===== src/rtl/display_pkg.sv =====
// Shared types, constants and the round-robin search for the display scheduler.
package display_pkg;

    typedef enum logic [1:0] {
        IDLE  = 2'd0,
        SHOW  = 2'd1,
        BLANK = 2'd2
    } disp_state_t;

    localparam logic [6:0] SEG_OFF    = 7'h7F;
    localparam int unsigned MAX_DIGITS = 32;

    // First set bit of mask strictly after cur, wrapping; returns cur if it is the only one.
    function automatic int unsigned next_idx(input logic [MAX_DIGITS-1:0] mask,
                                             input int unsigned cur,
                                             input int unsigned n);
        int unsigned res;
        int unsigned j;
        logic        found;
        res   = cur;
        found = 1'b0;
        for (int unsigned i = 1; i <= MAX_DIGITS; i++) begin
            j = (cur + i) % n;
            if (!found && (i <= n) && mask[j[4:0]]) begin
                res   = j;
                found = 1'b1;
            end
        end
        return res;
    endfunction

endpackage


===== src/rtl/seg7_decoder.sv =====
// Combinational hex nibble to active-low seven-segment pattern {g,f,e,d,c,b,a}.
module seg7_decoder
    import display_pkg::*;
(
    input  logic [3:0] nibble,
    output logic [6:0] seg
);

    always_comb begin
        seg = SEG_OFF;
        unique case (nibble)
            4'h0: seg = 7'h40;
            4'h1: seg = 7'h79;
            4'h2: seg = 7'h24;
            4'h3: seg = 7'h30;
            4'h4: seg = 7'h19;
            4'h5: seg = 7'h12;
            4'h6: seg = 7'h02;
            4'h7: seg = 7'h78;
            4'h8: seg = 7'h00;
            4'h9: seg = 7'h10;
            4'hA: seg = 7'h08;
            4'hB: seg = 7'h03;
            4'hC: seg = 7'h46;
            4'hD: seg = 7'h21;
            4'hE: seg = 7'h06;
            4'hF: seg = 7'h0E;
            default: seg = SEG_OFF;
        endcase
    end

endmodule


===== src/rtl/display_scheduler.sv =====
// Round-robin seven-segment multiplexer with a slot-counter timebase.
// Define DISPLAY_BLANK_EN to insert BLANK_CYCLES dark cycles between slots.
module display_scheduler
    import display_pkg::*;
#(
    parameter int unsigned N_DIGITS     = 2,
    parameter int unsigned DIV_COUNT    = 100_000,
    parameter int unsigned BLANK_CYCLES = 1_000
) (
    input  logic                                               clk,
    input  logic                                               reset,
    input  logic                                               enable,
    input  logic [N_DIGITS-1:0]                                digit_en,
    input  logic [4*N_DIGITS-1:0]                              digits,
    output logic [N_DIGITS-1:0]                                digit_sel,
    output logic [6:0]                                         seg,
    output logic [((N_DIGITS > 1) ? $clog2(N_DIGITS) : 1)-1:0] cur_idx,
    output logic                                               slot_tick
);

    localparam int unsigned IDX_W   = (N_DIGITS > 1) ? $clog2(N_DIGITS) : 1;
    localparam int unsigned CNT_MAX = (DIV_COUNT > BLANK_CYCLES) ? DIV_COUNT : BLANK_CYCLES;
    localparam int unsigned CNT_W   = (CNT_MAX > 2) ? $clog2(CNT_MAX) : 1;
    localparam logic [CNT_W-1:0] DIV_LAST = CNT_W'(DIV_COUNT - 1);
`ifdef DISPLAY_BLANK_EN
    localparam logic [CNT_W-1:0] BLANK_LAST = CNT_W'(BLANK_CYCLES - 1);
`endif

    disp_state_t         state_q, state_d;
    logic [CNT_W-1:0]    cnt_q, cnt_d;
    logic [IDX_W-1:0]    idx_q, idx_d;
    logic [3:0]          nib_q, nib_d;
    logic [N_DIGITS-1:0] digit_sel_q, digit_sel_d;
    logic [6:0]          seg_q, seg_d;
    logic [IDX_W-1:0]    cur_idx_q, cur_idx_d;
    logic                slot_tick_q, slot_tick_d;

    logic [IDX_W-1:0]    first_idx, nxt_idx;
    logic [6:0]          seg_dec;
    logic                show;

    seg7_decoder u_dec (
        .nibble (nib_q),
        .seg    (seg_dec)
    );

    always_comb begin
        state_d   = state_q;
        cnt_d     = cnt_q;
        idx_d     = idx_q;
        nib_d     = nib_q;
        first_idx = IDX_W'(next_idx(MAX_DIGITS'(digit_en), N_DIGITS - 1, N_DIGITS));
        nxt_idx   = IDX_W'(next_idx(MAX_DIGITS'(digit_en), 32'(idx_q), N_DIGITS));

        unique case (state_q)
            IDLE: begin
                cnt_d = '0;
                if (digit_en != '0) begin
                    state_d = SHOW;
                    idx_d   = first_idx;
                    nib_d   = digits[{first_idx, 2'b00} +: 4];
                end
            end
            SHOW: begin
                if (cnt_q == DIV_LAST) begin
                    cnt_d = '0;
                    if (digit_en == '0) begin
                        state_d = IDLE;
                    end else begin
                        idx_d = nxt_idx;
`ifdef DISPLAY_BLANK_EN
                        state_d = BLANK;
`else
                        state_d = SHOW;
                        nib_d   = digits[{nxt_idx, 2'b00} +: 4];
`endif
                    end
                end else begin
                    cnt_d = cnt_q + 1'b1;
                end
            end
`ifdef DISPLAY_BLANK_EN
            BLANK: begin
                if (cnt_q == BLANK_LAST) begin
                    cnt_d = '0;
                    if (digit_en == '0) begin
                        state_d = IDLE;
                    end else begin
                        state_d = SHOW;
                        nib_d   = digits[{idx_q, 2'b00} +: 4];
                    end
                end else begin
                    cnt_d = cnt_q + 1'b1;
                end
            end
`endif
            default: begin
                state_d = IDLE;
                cnt_d   = '0;
            end
        endcase

        if (!enable) begin
            state_d = IDLE;
            cnt_d   = '0;
        end

        // Outputs trail the state by one edge; enable gates them so a drop darkens at once.
        show        = enable && (state_q == SHOW);
        digit_sel_d = show ? (N_DIGITS'(1) << idx_q) : '0;
        seg_d       = show ? seg_dec : SEG_OFF;
        cur_idx_d   = show ? idx_q : cur_idx_q;
        slot_tick_d = show && (cnt_q == DIV_LAST);
    end

    always_ff @(posedge clk or posedge reset) begin
        if (reset) begin
            state_q     <= IDLE;
            cnt_q       <= '0;
            idx_q       <= '0;
            nib_q       <= '0;
            digit_sel_q <= '0;
            seg_q       <= SEG_OFF;
            cur_idx_q   <= '0;
            slot_tick_q <= 1'b0;
        end else begin
            state_q     <= state_d;
            cnt_q       <= cnt_d;
            idx_q       <= idx_d;
            nib_q       <= nib_d;
            digit_sel_q <= digit_sel_d;
            seg_q       <= seg_d;
            cur_idx_q   <= cur_idx_d;
            slot_tick_q <= slot_tick_d;
        end
    end

    assign digit_sel = digit_sel_q;
    assign seg       = seg_q;
    assign cur_idx   = cur_idx_q;
    assign slot_tick = slot_tick_q;

endmodule


===== config.mk =====
export PLATFORM = sky130hd
export DESIGN_NAME = display_scheduler
export DESIGN_NICKNAME = d
export VERILOG_FILES = /design/src/rtl/display_pkg.sv /design/src/rtl/seg7_decoder.sv /design/src/rtl/display_scheduler.sv
export SDC_FILE = /design/constraint.sdc
export NUM_CORES = 1
export LEC_CHECK = 0
export ABC_AREA = 1
export CAP_MARGIN = 10
export CORE_ASPECT_RATIO = 1.4
export CORE_MARGIN = 2
export CORE_UTILIZATION = 50
export CTS_CLUSTER_SIZE = 28
export DETAILED_ROUTE_END_ITERATION = 8
export MAX_ROUTING_LAYER = met4
export PLACE_DENSITY = 0.76
export SYNTH_ARGS = -nofsm -noshare
export SYNTH_HDL_FRONTEND = slang
export SYNTH_HIERARCHICAL = 1
export SYNTH_SLANG_ARGS = --single-unit

===== constraint.sdc =====
create_clock -name clk -period 1.5 [get_ports clk]
set_clock_uncertainty 0.2 [all_clocks]
set_input_delay 0.225 -clock clk [delete_from_list [all_inputs] [get_ports clk]]
set_output_delay 0.225 -clock clk [all_outputs]
set_load 0.005 [all_outputs]

==> results of run 1 <==
## what timing repair did
| action | in CTS | in global routing |
|---|---|---|
| setup buffers | 1 | 5 |
| gates cloned | 1 | 0 |
| gates resized for setup | 44 | 40 |
| pin swaps | 12 | 18 |
| endpoints found under the setup margin | 36 | 31 |
## power by group
group	switching [uW]	total, uW	internal [uW]
combinational	315	592	277
sequential	73.1	1060	987
clock	361	730	369
## cells in the final DEF (no fill, tap or decap), types with 4 or more instances in the layout
| cell | netlist | layout |
|---|---|---|
| ha_4 | 0 | 6 |
| or2_4 | 0 | 4 |
| nand2_2 | 2 | 9 |
| nor2_1 | 45 | 34 |
| buf_6 | 2 | 4 |
| clkdlybuf4s50_1 | 0 | 12 |
| xor2_1 | 8 | 8 |
| clkbuf_8 | 0 | 6 |
| inv_2 | 1 | 4 |
| nand2_4 | 1 | 5 |
| buf_4 | 0 | 24 |
| nand3_2 | 1 | 5 |
| dfrtp_1 | 27 | 20 |
| nor2_2 | 1 | 9 |
| dfstp_2 | 7 | 7 |
| inv_1 | 24 | 19 |
| dlygate4sd2_1 | 0 | 9 |
| nand3_1 | 30 | 24 |
| dfrtp_2 | 0 | 7 |
| nand2_1 | 68 | 58 |
| nor2_4 | 1 | 4 |
## area by class of cell
| cell class | instances | area, sq um |
|---|---|---|
| clock buffer | 6 | 82.6 |
| clock inverter | 2 | 12.5 |
| fill | 244 | 912 |
| inverter | 25 | 101 |
| multi-input combinational | 187 | 1180 |
| sequential | 34 | 868 |
| tap | 42 | 52.6 |
| timing repair buffer | 52 | 464 |
## logic make-up after synthesis
group           count (synthesis)  synth area share [%]
simple gates                  160                  36.6
flops                          34                  44.6
buf+inv                        29                  6.49
xor+xnor                       11                  5.00
fa+ha+maj                       8                  5.19
compound gates                  7                  2.14
## critical path, delay by kind of cell (launching register included)
| family | cells | cell delay (ps) |
|---|---|---|
| buf+inv | 1 | 120 |
| fa+ha+maj | 1 | 290 |
| flops | 1 | 480 |
| simple gates | 4 | 410 |
## state kept, by name (all words and copies together), names as in the netlist
name / count
cnt_q: 17
seg: 7
nib_q: 4
digit_sel: 2
cur_idx: 1
idx_q: 1
slot_tick: 1
state_q: 1
## layer usage
layer / wire length [microns] / up-vias
li1: - / 884
met1: 1840 / 862
met2: 2640 / 69
met3: 201 / 21
met4: 174 / 0
met5: 0 / -
## worst paths after layout
path                                endpoint  slack [ps]  cells after the start
worst max-delay path                  seg[3]         -70                      6
worst min-delay path               cnt_q[11]          70                      3
worst max register to register        seg[3]         -70                      6
worst min register to register  digit_sel[0]         320                      1
max in group asynchronous             seg[4]         790                      3
min in group clk                digit_sel[0]         320                      1
## through the flow
step | power [uW] | cells | setup WS [ps] | hold WS (ps)
finish | 2380 | 348 | -70.5 | 65.9
global route | 2490 | 348 | -130 | 112
CTS | 2290 | 343 | -21.1 | 75.3
detailed placement | 1520 | 333 | -172 | 289
global placement | 1510 | 333 | -155 | 286
floorplan | 1320 | 249 | 6.95 | 151
==> run metrics, run 1 <==
# hold bufs at CTS 0; die height 77.5 microns; placed cell areas 2380 sq um; CP max FO 5; Routed WL per cell 14.0 microns; chip width 56.5 microns; vias per cell 5.28; Congestion Overflow GR 0; synth unique cells 28; met1 track demand over resource 22.7%; global-route wire length before repair 7840 microns; Hold Path Class primary input to asynchronous set/reset pin; Synthesized Nets 270; worst skew pair latency 290 ps; Die Footprint 4380 sq um; Period minus WS final 1570 ps; Setup Total Neg Slack -417 ps; Core Util, Final 75.2%; layout cell share with drive strength beyond 1 35.9%; CP max stage cell dfrtp_2; Initial Utilization 52.5%; Area growth syn-to-layout 43.3%; port bufs 23; final number of max-transition violations 0; most frequent cell after synthesis nand2_1; P_leak 0.00122 uW; vias in the first global route 1,834; # IOs 24; Critical Path Source nib_q[0]; htree depth 2; met2 Use GR 41.9%; CTS buffer count 5; initial DRC count 76; Ys Warns 6; Avg Inst Size Synth 7.74 sq um; ranking of synthesized cells by area dfrtp_1 35%, nand2_1 13%, dfstp_2 9.5%; failing checks negative setup slack; Setup crit start kind flop; CTS max path bufs 2; initial antenna violation count 0; worst path arrival time 1600 ps; critical path required time 1530 ps; worst slew pin tran 357 ps; Setup Crit Path Kind flop to flop; Detail Route Antenna Nets 0; share of the synthesized area in the top cell type 35.0%; synth cell count leaders 68 x nand2_1, 45 x nor2_1, 30 x nand3_1; FF+latch count, synth 34; status finished, violations left; Async SR Flop Fraction 100%; busiest metal layer after global routing met2; VDD IR-drop max 0.888 mV; EDFF count, synth 0; FMAX 637 MHz; Hold Violations, Final 0; HPWL Detailed 2920 microns; Tot GR Track Use 23.9%; DRC viols 0; Ant. Diodes 0; Max-slew headroom 76.2%; final wirelength 4860 microns; Most used DFF post-synth dfrtp_1; slowest cell delay on critical path 480 ps; Cell Chain, Critical Path clkinv_4 > ha_4 > nand2_2 > nand3_2 > nand2_1 > or2_4; final cycle utilization of the critical path 105%; CP Capture Type flop; clk root buf clkbuf_8; GRT met3 Usage 5.67%; register area share after synthesis 44.6%; largest net degree at the start of global routing 35; Placer Congestion 0.860; vias after detailed routing 1,836; pwr/cell area 862 nW/um^2; synthesized cell area 1930 sq um; Site Rows 26; clock slew at reported path FFs 70 ps; RSZ-0062 raised after global routing true; Sink Count 34; Final WS setup -70.5 ps; Layout Nets 326; Core ar. 3680 sq um; max-cap violation count 0; Reg2Reg Launch Point nib_q[0]; router iterations before antenna repair 4; CTS tree built; Finished Cell Area 2760 sq um; cell taking the most area after synthesis dfrtp_1; synthesized instance count 249; Final setup viols 11
No activity file was read; power rests on OpenSTA's default activity.
==> run 2, diff against run 1 <==
--- a/config.mk
+++ b/config.mk
@@ -8,7 +8,6 @@
 export ABC_AREA = 1
 export CAP_MARGIN = 10
 export CORE_ASPECT_RATIO = 1.4
-export CORE_MARGIN = 2
 export CORE_UTILIZATION = 50
 export CTS_CLUSTER_SIZE = 28
 export DETAILED_ROUTE_END_ITERATION = 8
==> run 2 against run 1 <==
- the flow still finishes with violations (negative setup slack)
- power is 9.8% higher
- non-clock buffer count shrank 6
- first-iteration DRC count shrank 11%
- highest routed layer unchanged
- sequential power about the same
- sequential share of layout area rose by 1.3 points
- cell area decreased by 4.7%
- maximum frequency increased by 1.3%
- die area shrank 6.0%
==> run metrics, run 2 (synthesis results as in run 1) <==
status finished, violations left; failing checks negative setup slack; commonest cells after routing, fill and taps aside 62 x nand2_1, 40 x nor2_1, 28 x nand3_1; worst slew pin tran 339 ps; Reg with most FFs cnt_q; Sink Count 34; CTS buffer count 5; Tot GR Track Use 23.7%; port bufs 23; max-cap violation count 0; slowest cell delay on critical path 450 ps; Ant. Diodes 0; initial DRC count 68; router iterations before antenna repair 4; CTS max path bufs 2; Core ar. 3680 sq um; clock slew at reported path FFs 70 ps; layout cell share with drive strength beyond 1 27.1%; Cell Chain, Critical Path buf_6 > ha_2 > nand2_2 > nand2_1 > nand2_1 > nand2_1 > or2_2; Die Footprint 4110 sq um; global-route wire length before repair 6630 microns; worst skew pair latency 290 ps; P_leak 0.00119 uW; critical path required time 1520 ps; Site Rows 26; CP max FO 4; Congestion Overflow GR 0; # IOs 24; worst r2r path cells 7; max reg flops 17; Routed WL per cell 12.4 microns; Hold Path Class primary input to asynchronous set/reset pin; chip width 54.5 microns; # hold bufs at CTS 0; Initial Utilization 52.5%; vias in the first global route 1,546; clk root buf clkbuf_8; Bufs and invs on worst path 1; vias after detailed routing 1,745; worst path arrival time 1570 ps; Layout Nets 319; Max-slew headroom 77.4%; final number of max-transition violations 0; htree depth 2; DRC viols 0; Setup Total Neg Slack -222 ps; commonest non-fill, non-tap cell in the layout nand2_1; Final WS setup -50.3 ps; FMAX 645 MHz; Worst R2R Setup Slack -50 ps; final cycle utilization of the critical path 103%; Period minus WS final 1550 ps; CTS tree built; initial antenna violation count 0; pwr/cell area 993 nW/um^2; vias per cell 5.12; Final setup viols 13; Critical Path Most Common Cell nand2_1; largest net degree at the start of global routing 35; Placer Congestion 0.904; Setup crit start kind flop; CP top delay family simple AND/OR/NAND/NOR gates; Detail Route Antenna Nets 0; RSZ-0062 raised after global routing true; VDD IR-drop max 0.784 mV; final wirelength 4220 microns; Setup Crit Path Kind flop to flop; CP Capture Type flop; die height 75.5 microns; CP max stage cell dfrtp_2; HPWL Detailed 2970 microns; placed insts 332; Finished Layout Cells 341; Hold Violations, Final 0; Area growth syn-to-layout 36.7%; Critical Path Stages 7
-- run 2: changes by cell type in the layout (fill, tap and decap cells not counted), sizes merged --
| cell | before | now |
|---|---|---|
| buf | 29 | 23 |
| bufinv | 0 | 2 |
| clkbuf | 6 | 5 |
| clkdlybuf4s15 | 2 | 3 |
| clkinv | 2 | 1 |
| clkinvlp | 1 | 0 |
| dlygate4sd2 | 9 | 8 |
| inv | 24 | 25 |
| nand2 | 72 | 71 |
-- run 2: metal layers --
layer / routed length (microns) / part of all wire, % / track usage (%)
met4: 105 / 2.5 / 10.3
met1: 1700 / 40 / 26.6
met5: 0 / 0 / -
met3: 144 / 3.4 / 4.79
met2: 2270 / 54 / 39.8
-- run 2: worst register-to-register path: cells and delay by family, from the launching register on --
family,cells,cell delay (ps)
adder cells (fa/ha/maj),1,160
buffers and inverters,1,140
flip-flops,1,450
AND/OR/NAND/NOR,5,520
-- run 2: worst paths after layout --
kind                          start            to
hold / removal                reset     cnt_q[11]
min in group clk              idx_q  digit_sel[0]
setup / recovery           nib_q[1]        seg[3]
setup reg to reg           nib_q[1]        seg[3]
max in group asynchronous     reset        seg[1]
hold reg to reg               idx_q  digit_sel[0]
-- run 2: stage by stage --
step | total power [uW] | cell area, sq um | util [%] | setup slack, ps | hold slack (ps)
6_report | 2620 | 2640 | 71.7 | -50.3 | 72.7
5_1_grt | 2740 | 2640 | 71.7 | -173 | 101
4_1_cts | 2560 | 2550 | 69.4 | -71.4 | 81.6
3_5_place_dp | 1530 | 2370 | 64.5 | -165 | 288
3_3_place_gp | 1520 | 2370 | 64.5 | -151 | 278
2_1_floorplan | 1320 | 1940 | - | 6.95 | 151
-- run 2: power by group --
group          total [uW]  internal [uW]  leakage [uW]  switching [uW]
registers            1050            988      0.000433            61.1
logic                 552            263      0.000691             289
clock network        1020            666     0.0000683             350
-- run 2: cell type report --
type	instances	area, sq um
Multi-Input combinational cell	186	1070
Fill cell	277	1040
Clock buffer	5	68.8
Tap cell	42	52.6
Timing Repair Buffer	46	417
Clock inverter	3	68.8
Sequential cell	34	863
Inverter	25	98.8
-- run 2: timing repair --
item,4_1_cts,5_1_grt
buffers inserted,0,1
gates resized for setup,25,25
setup endpoints to repair,35,34
cloned,0,0
pin swaps,4,4
